File: config.mk
export PLATFORM = sky130hd
export DESIGN_NAME = bp_stream_pump_in_gen
export DESIGN_NICKNAME = d
export VERILOG_FILES = /design/src/rtl/bp_stream_pump_in_gen.sv
export SDC_FILE = /design/constraint.sdc
export NUM_CORES = 1
export LEC_CHECK = 0
export ABC_AREA = 1
export BUFFER_PORTS_ARGS = -buffer_cell sky130_fd_sc_hd__buf_2
export CORE_MARGIN = 2
export CORE_UTILIZATION = 40
export DETAILED_ROUTE_END_ITERATION = 12
export PLACE_DENSITY = 0.65
export SLEW_MARGIN = 15
export SYNTH_ARGS = -nofsm -noshare
export SYNTH_HDL_FRONTEND = slang
export SYNTH_SLANG_ARGS = --single-unit
File: constraint.sdc
create_clock -name clk_i -period 19.3 [get_ports clk_i]
set_input_delay 0 -clock clk_i [delete_from_list [all_inputs] [get_ports clk_i]]
set_output_delay 0 -clock clk_i [all_outputs]
set_load 0.005 [all_outputs]
File: src/rtl/bp_stream_pump_in_gen.sv
// bp_stream_pump_in_gen: inbound stream pump between an xce mem bus and a CCE/UCE FSM.
// Buffers header+data beats in a FIFO and emits one addressed stream beat per FSM yumi.
// Ports:
//   clk_i, reset_n_i                      clock, async active-low reset
//   mem_header_i/mem_data_i/mem_v_i       inbound beat (ready-valid with mem_ready_o)
//   fsm_base_header_o/fsm_addr_o/fsm_data_o/fsm_v_o/fsm_yumi_i   outbound beat (valid-yumi)
//   beat_idx_o, new_o, done_o             beat ordinal, first/last beat handshake strobes
package bp_stream_pump_pkg;
  localparam int paddr_width_gp = 40;

  localparam logic [3:0] e_mem_rd    = 4'd0;
  localparam logic [3:0] e_mem_wr    = 4'd1;
  localparam logic [3:0] e_mem_uc_rd = 4'd2;
  localparam logic [3:0] e_mem_uc_wr = 4'd3;

  typedef struct packed {
    logic [3:0]                msg_type;
    logic [3:0]                subop;
    logic [paddr_width_gp-1:0] addr;
    logic [2:0]                size;
    logic [15:0]               payload;
  } bp_bedrock_xce_mem_msg_header_s;
endpackage

module bp_stream_pump_in_gen
  import bp_stream_pump_pkg::*;
#(
  parameter int          stream_data_width_p = 64,
  parameter int          block_width_p       = 512,
  parameter logic [15:0] payload_mask_p      = '0,
  parameter int          fifo_els_p          = 2,
  parameter bit          wrap_mode_p         = 1'b1,
  localparam int words_lp = block_width_p / stream_data_width_p,
  localparam int lw_lp    = $clog2(words_lp),
  localparam int ow_lp    = $clog2(stream_data_width_p / 8)
) (
  input  logic                           clk_i,
  input  logic                           reset_n_i,
  input  bp_bedrock_xce_mem_msg_header_s mem_header_i,
  input  logic [stream_data_width_p-1:0] mem_data_i,
  input  logic                           mem_v_i,
  output logic                           mem_ready_o,
  output bp_bedrock_xce_mem_msg_header_s fsm_base_header_o,
  output logic [paddr_width_gp-1:0]      fsm_addr_o,
  output logic [stream_data_width_p-1:0] fsm_data_o,
  output logic                           fsm_v_o,
  input  logic                           fsm_yumi_i,
  output logic [lw_lp-1:0]               beat_idx_o,
  output logic                           new_o,
  output logic                           done_o
);

  localparam int pa_lp = paddr_width_gp;
  localparam int bo_lp = ow_lp + lw_lp;
  localparam int pw_lp = $clog2(fifo_els_p);
  localparam int cw_lp = $clog2(fifo_els_p + 1);

  typedef logic [lw_lp:0]   num_t;
  typedef logic [lw_lp-1:0] idx_t;
  typedef logic [pw_lp-1:0] ptr_t;
  typedef logic [cw_lp-1:0] cnt_t;
  typedef bp_bedrock_xce_mem_msg_header_s hdr_t;

  typedef enum logic {
    e_ready,
    e_stream
  } state_e;

  hdr_t                           fifo_hdr_q  [fifo_els_p];
  logic [stream_data_width_p-1:0] fifo_data_q [fifo_els_p];

  ptr_t   rd_ptr_q, rd_ptr_d;
  ptr_t   wr_ptr_q, wr_ptr_d;
  cnt_t   count_q, count_d;
  logic   ready_q;
  state_e state_q, state_d;
  idx_t   cnt_q, cnt_d;
  logic [bo_lp-1:0] crit_q, crit_d;
  hdr_t   hdr_q, hdr_d;

  hdr_t head_hdr, base_hdr;
  logic head_v, push, pop, hs, last, has_data;
  num_t n_beats;
  idx_t m, f, sum, word;

  // Beat count from log2 byte size, computed as a shift so a full
  // block never collapses to zero.
  function automatic num_t beats(input logic [2:0] size);
    int   sh;
    num_t n;
    sh = int'(size) - ow_lp;
    if (sh <= 0)          n = num_t'(1);
    else if (sh >= lw_lp) n = num_t'(words_lp);
    else                  n = num_t'(1) << sh;
    return n;
  endfunction

  function automatic ptr_t inc(input ptr_t p);
    return (p == ptr_t'(fifo_els_p - 1)) ? '0 : p + ptr_t'(1);
  endfunction

  assign head_hdr    = fifo_hdr_q[rd_ptr_q];
  assign head_v      = (count_q != '0);
  assign mem_ready_o = ready_q & (count_q != cnt_t'(fifo_els_p));
  assign push        = mem_v_i & mem_ready_o;

  // Mid-burst the header comes from the copy taken at the first beat,
  // so later input beats' headers never leak out.
  always_comb begin
    base_hdr = head_hdr;
    if (state_q == e_stream) begin
      base_hdr = hdr_q;
      base_hdr.addr[bo_lp-1:0] = crit_q;
    end
  end

  assign has_data = payload_mask_p[base_hdr.msg_type];
  assign n_beats  = beats(base_hdr.size);
  assign m        = idx_t'(n_beats - num_t'(1));
  assign f        = base_hdr.addr[ow_lp +: lw_lp];
  assign sum      = f + cnt_q;
  assign word     = wrap_mode_p ? ((f & ~m) | (sum & m)) : sum;

  assign last   = (cnt_q == m);
  assign hs     = head_v & fsm_yumi_i;
  assign new_o  = hs & (state_q == e_ready);
  assign done_o = hs & last;
  // Non-data bursts replay the single head beat until the last one.
  assign pop    = hs & (has_data | last);

  assign fsm_v_o           = head_v;
  assign fsm_data_o        = fifo_data_q[rd_ptr_q];
  assign fsm_base_header_o = base_hdr;
  assign beat_idx_o        = cnt_q;
  assign fsm_addr_o        = {base_hdr.addr[pa_lp-1:bo_lp], word,
                              base_hdr.addr[ow_lp-1:0]};

  always_comb begin
    state_d = state_q;
    cnt_d   = cnt_q;
    crit_d  = crit_q;
    hdr_d   = hdr_q;
    unique case (state_q)
      e_ready: begin
        if (hs) begin
          crit_d = head_hdr.addr[bo_lp-1:0];
          hdr_d  = head_hdr;
          if (!last) begin
            state_d = e_stream;
            cnt_d   = idx_t'(1);
          end
        end
      end
      e_stream: begin
        if (hs) begin
          if (last) begin
            state_d = e_ready;
            cnt_d   = '0;
          end else begin
            cnt_d = cnt_q + idx_t'(1);
          end
        end
      end
    endcase
  end

  always_comb begin
    rd_ptr_d = pop  ? inc(rd_ptr_q) : rd_ptr_q;
    wr_ptr_d = push ? inc(wr_ptr_q) : wr_ptr_q;
    count_d  = count_q + cnt_t'(push) - cnt_t'(pop);
  end

  always_ff @(posedge clk_i or negedge reset_n_i) begin
    if (!reset_n_i) begin
      rd_ptr_q <= '0;
      wr_ptr_q <= '0;
      count_q  <= '0;
      ready_q  <= 1'b0;
      state_q  <= e_ready;
      cnt_q    <= '0;
      crit_q   <= '0;
      hdr_q    <= '0;
    end else begin
      rd_ptr_q <= rd_ptr_d;
      wr_ptr_q <= wr_ptr_d;
      count_q  <= count_d;
      ready_q  <= 1'b1;
      state_q  <= state_d;
      cnt_q    <= cnt_d;
      crit_q   <= crit_d;
      hdr_q    <= hdr_d;
    end
  end

  always_ff @(posedge clk_i) begin
    if (push) begin
      fifo_hdr_q[wr_ptr_q]  <= mem_header_i;
      fifo_data_q[wr_ptr_q] <= mem_data_i;
    end
  end

  always_ff @(posedge clk_i) begin
    if (reset_n_i) begin
      assert (!fsm_yumi_i || fsm_v_o)
        else $error("fsm_yumi_i without fsm_v_o");
      assert (!new_o || (head_hdr.addr[ow_lp-1:0] == '0))
        else $error("critical addr not stream aligned");
    end
  end

endmodule
-- Word-level counts from Yosys, hierarchy flattened
Memory sizes are Yosys's and may differ from the RTL's.
Cells that the tools add are included.
- bits in registers: 82
- bits in writable memories: 262
- memory bits (read-only): 16
- input port bits: 135
- output and inout bits: 178
- logic and storage cells: 64
- memories: 3
- add/subtract/negate cells: 8
- magnitude comparators: 3
- equal/unequal tests: 5
- shift-type cells: 1
- muxes and demuxes: 17
- bitwise operators: 12
- reduce and logical (&&, ||, !) cells: 3
- memory list (name ; depth ; width ; rd ports ; clocked after Yosys merged registers in ; wr ports ; line ; RTL):
    fifo_hdr_q ; 2 ; 67 ; 1 ; 0 ; 1 ; 69 ; hdr_t fifo_hdr_q [fifo_els_p];
    fifo_data_q ; 2 ; 64 ; 1 ; 0 ; 1 ; 70 ; logic [stream_data_width_p-1:0] fifo_data_q [fifo_els_p];
    (name not given) ; 16 ; 1 ; 1 ; 0 ; 0 ; 117 ; assign has_data = payload_mask_p[base_hdr.msg_type];
- operators with widths (operator ; count):
    two-way mux 67 bit ; 1
    left shift 1 x 32 -> 3 bit (first input constant) ; 1
    two-way mux 3 bit ; 6
    two-way mux 1 bit ; 8
    bitwise AND 1 bit ; 6
    bitwise AND 3 bit ; 2
    inequality test 2 bit (second input constant) ; 3
    one-hot mux 3 bit (2 select lines) ; 1
    less-than comparator 4 x 5 -> 1 bit (second input constant) ; 1
    >= comparator 4 x 3 -> 1 bit (second input constant) ; 1
    <= comparator 4 x 1 -> 1 bit (second input constant) ; 1
    subtractor 3 x 2 -> 4 bit (second input constant) ; 1
    adder 3 x 1 -> 3 bit (second input constant) ; 1
    adder 3 bit ; 1
    equality test 3 bit ; 1
    NOT 3 bit ; 1
    OR 3 bit ; 1
    AND reduction 3 bit ; 1
    subtractor 3 x 1 -> 3 bit (second input constant) ; 1
    adder 1 bit (second input constant) ; 2
    adder 2 x 1 -> 2 bit ; 1
    inequality test 2 x 1 -> 1 bit (second input constant) ; 1
    one-hot mux 1 bit (2 select lines) ; 1
    AND reduction 2 bit ; 1
    4 further kinds ; 4

-- Depth between registers and ports, before layout
An unclocked memory read counts as a cell.
- depth in word-level cells: 11
- gate-level depth with buffers: 21
- mapped depth without buffers: 20

-- Worst setup path after synthesis
Ideal clock, no wire load.
- path type: register to register
- start: register count_q[1]
- end: memory fifo_data_q[0][0] (enable)
- library setup time: 0.623 ns
- data arrival time: 6.274 ns
- setup slack: 12.402 ns
- cell stages (with the launch flop): 4
- path buffers: 0
- clock period less this slack: 6.898 ns
- cell sequence: dfrtp_1 > a21boi_0 > nand2_1 > nor2_1
- word-level cells in the longest chain between the ends: 5
- RTL lines (item ; line ; RTL):
    from (decl) ; 74 ; cnt_t count_q, count_d;
    from (signal assigned) ; 186 ; count_q <= count_d;
    inequality test 2 bit ; 104 ; assign mem_ready_o = ready_q & (count_q != cnt_t'(fifo_els_p));
    bitwise AND 1 bit ; 104 ;
    named net mem_ready_o ; 42 ; output logic mem_ready_o,
    bitwise AND 1 bit ; 105 ; assign push = mem_v_i & mem_ready_o;
    two-way mux 1 bit ; 196 ; if (push) begin
    two-way mux 1 bit (not written as such) ; 198 ; fifo_data_q[wr_ptr_q] <= mem_data_i;
    to (decl) ; 70 ;
The timed path passes the listed nets, and every way through them passes these cells.

-- Worst setup path in the final report
- start: register rd_ptr_q
- end: output done_o
- word-level cells in the longest chain between the ends: 9
- RTL lines (item ; line ; RTL):
    from (decl) ; 72 ; ptr_t rd_ptr_q, rd_ptr_d;
    from (signal assigned) ; 184 ; rd_ptr_q <= rd_ptr_d;
    memory (2 x 67 bit) * ; -- ;
    two-way mux 67 bit * ; 111 ; if (state_q == e_stream) begin
    subtractor 3 x 2 -> 4 bit * ; 91 ; sh = int'(size) - ow_lp;
    >= comparator 4 x 3 -> 1 bit / left shift 1 x 32 -> 3 bit (equally long branches) ; 93, 94 ;
    two-way mux 3 bit ; 93 ; else if (sh >= lw_lp) n = num_t'(words_lp);
    two-way mux 3 bit * ; 92 ; if (sh <= 0) n = num_t'(1);
    subtractor 3 x 1 -> 3 bit * ; 119 ; assign m = idx_t'(n_beats - num_t'(1));
    equality test 3 bit * ; 124 ; assign last = (cnt_q == m);
    bitwise AND 1 bit * ; 127 ; assign done_o = hs & last;
    to (decl) ; 50 ; output logic done_o
Every way passes the cells marked *; elsewhere a longest branch is shown, timed or not.

==> results.json <==
{
  "status": "complete, no violations",
  "overflow": 0,
  "ioPinCount": 313,
  "fmax_mhz": 225,
  "crit_family": "simple AND/OR/NAND/NOR gates",
  "synth_top_cells_by_area": "edfxtp_1 (57%), nand2_1 (15%), dfrtp_1 (14%), o21ai_0 (4.6%), buf_4 (2.4%)",
  "grt_pass1_wl_um": 51200,
  "cts_buffers": 38,
  "path_clk_slew_ns": 0.06,
  "area_growth_pct": 31.2,
  "dp_hpwl_um": 19300,
  "numPortBuffers": 312,
  "first_iter_violations": 625,
  "cts_resized": 0,
  "drive_gt1_frac": 0.241,
  "hp-class": "primary input to asynchronous set/reset pin",
  "synthCells": 1252,
  "cts_tree": "built",
  "drc": 0,
  "slew_violations": 0,
  "setup.worst_path.start_class": "flip-flop",
  "power_leakage_nw": 7.97,
  "crit_fanout": 133,
  "start_util": 0.403,
  "wl_per_cell_um": 15.3,
  "rsz0062_at_grt": "false",
  "rows": 68,
  "globalplace.congestion": 0.763,
  "cp_slowest_cell": "dfrtp_4",
  "r2r_end": "count_q[1]",
  "layout.cells.non_filler": 2139,
  "grt_pass1_vias": 9725,
  "synth_common_cells": "nand2_1 (537), edfxtp_1 (262), o21ai_0 (128)",
  "path_cells": "inv_8 -> nand2_2 -> nand3_1 -> nand2_1 -> ha_1 -> inv_1 -> nand3_1 -> nand3_1 -> nand2_2 -> nand2_1 -> ha_1 -> xnor2_1 -> nor3_1 -> nand3_4 -> nor2_4 -> buf_2",
  "dieArea_mm2": 0.0361,
  "cts.sinks": 338,
  "fin_nets": 1796,
  "peakVddDrop_mv": 0.0886,
  "cp_data_required_time_ns": 19.30,
  "grt_start_max_net_pins": 134,
  "ctsHoldBuffers": 135,
  "yosysWarnings": 0,
  "setup_violations": 0,
  "crit_top_cell": "nand3_1",
  "syn_nets": 1395,
  "fin_tns_setup_ns": 0,
  "core_mm2": 0.0343,
  "grt_usage": 0.181,
  "cts_root_buf": "clkbuf_16",
  "drt_wl_total_um": 32800,
  "crit_path_max_incr_delay_ns": 0.96,
  "stdcell_area_mm2": 0.0181,
  "rr_worst_depth": 19,
  "clock_skew_ns": 0.0260,
  "powerDensity_mw_per_mm2": 147,
  "synth_seq_area_share": 0.707,
  "critPathBufInv": 3,
  "worst-setup-path-type": "flip-flop to primary output",
  "final_core_util": 0.529,
  "syn_avg_cell_area_um2": 11.0,
  "fin_crit_ns": 4.44,
  "post_cts_buffers": 0,
  "rrSetupSlack_ns": 14.93,
  "dr_total_vias": 9939,
  "synthDistinctLibCells": 31,
  "clock_latency_ns": 0.53,
  "timing_hold_violations_final": 0,
  "grt_antenna_before_repair": 5,
  "yosysMostFrequentCell": "nand2_1",
  "cp-end-kind": "primary output",
  "synth_seq_cells": 338,
  "worst_ep_arrival_time_ns": 4.44,
  "synth_flop_cell": "edfxtp_1",
  "finalCritPeriodShare": 0.230,
  "worst_slew_pin_slew_ns": 1.14,
  "synthArstFlopShare": 0.225,
  "r2r-start": "rd_ptr_q",
  "dp.cells": 1933,
  "ant_nets": 0,
  "synth_area_leader_cell": "edfxtp_1",
  "finalPower_mw": 2.67,
  "cts.htree.levels": 2,
  "synthesis.area_mm2": 0.0138,
  "cts.path.max_buffers": 3,
  "fp.dieH_um": 190,
  "synth_top_area_frac": 0.569,
  "vias_per_cell": 4.65,
  "firstDrtPassIters": 5,
  "die_w_um": 190,
  "cap_viol_max_count": 0,
  "dpl-instance-area_mm2": 0.0155,
  "slew_headroom": 0.237,
  "synth-edff-count": 262
}
[metal layers]
layer  wire [um]  up-vias  global-route usage  share of wire
li1            -     4867                   -              -
met1       13600     4658               0.230           0.41
met2       15700      355               0.302           0.48
met3        2880       57              0.0537          0.088
met4         658        2              0.0504          0.020
met5          11        -                   0        0.00034
[how the worst max path moves through the flow]
| stage | from | endpoint | slack [ns] | cells after the start |
|---|---|---|---|---|
| final | rd_ptr_q | done_o | 14.86 | 16 |
| after global placement | rd_ptr_q | count_q[0] | 14.97 | 17 |
| after CTS | rd_ptr_q | done_o | 14.71 | 16 |
| after detailed placement | rd_ptr_q | count_q[1] | 14.84 | 19 |
| after floorplan | count_q[1] | fifo_data_q[0][0] | 12.40 | 3 |
| after global routing | rd_ptr_q | done_o | 14.44 | 16 |
[power by group]
part           total (mW)  leakage (nW)  internal [mW]  switching [mW]
Clock               0.734         0.624          0.451           0.284
Sequential           1.01          3.33          0.942          0.0678
Combinational       0.929          4.02          0.341           0.588
[per-stage QoR]
step / hold WS, ns / setup WS [ns]
2_1_floorplan: -0.296 / 12.40
3_3_place_gp: -0.0944 / 14.97
3_5_place_dp: -0.0819 / 14.84
4_1_cts: 0.164 / 14.71
5_1_grt: 0.165 / 14.44
6_report: 0.115 / 14.86
[cell type report]
class / instances / area (um2)
timing repair buffer: 456 / 2980
clock inverter: 23 / 277
tap: 455 / 569
clock buffer: 44 / 995
sequential: 338 / 9770
antenna: 4 / 10.0
multi-input combinational: 732 / 3190
inverter: 87 / 339
fill: 2962 / 16200
[state kept, by name (all words and copies together) (netlist names), named ones only]
| register | cells |
|---|---|
| beat_idx_o | 3 |
| count_q | 2 |
| crit_q | 5 |
| fifo_data_q | 128 |
| fifo_hdr_q | 134 |
| hdr_q | 62 |
| rd_ptr_q | 1 |
| ready_q | 1 |
| wr_ptr_q | 1 |
[layout by cell type (no fill, tap or decap), drive strengths merged, types with 5 or more instances in the layout]
cell | Yosys | routed
nand2 | 547 | 547
bufinv | 0 | 6
clkbuf | 29 | 44
buf | 66 | 322
nand3 | 20 | 20
dlygate4sd3 | 0 | 134
xnor2 | 5 | 5
clkinv | 0 | 14
o21ai | 133 | 133
inv | 87 | 89
dfrtp | 76 | 76
nor2 | 8 | 8
edfxtp | 262 | 262
ha | 7 | 7
[cell families (layout without fill, tap and decap cells)]
kind of cell | count (synthesis) | in the layout | synth area share
other | 1 | 5 | 0.000271
adders and majority gates | 8 | 8 | 0.00778
and+or+nand+nor | 580 | 580 | 0.167
buffers and inverters | 182 | 610 | 0.0640
DFF | 338 | 338 | 0.707
xor gates and xnor gates | 7 | 7 | 0.00443
AOI/OAI and AO/OA | 136 | 136 | 0.0499
[tightest hold or removal path, stage by stage]
cell and delay [ns]:
dlygate4sd3_1 0.52, buf_4 0.12, buf_2 0.44
Note: power is estimated with default switching activity, not from simulation.
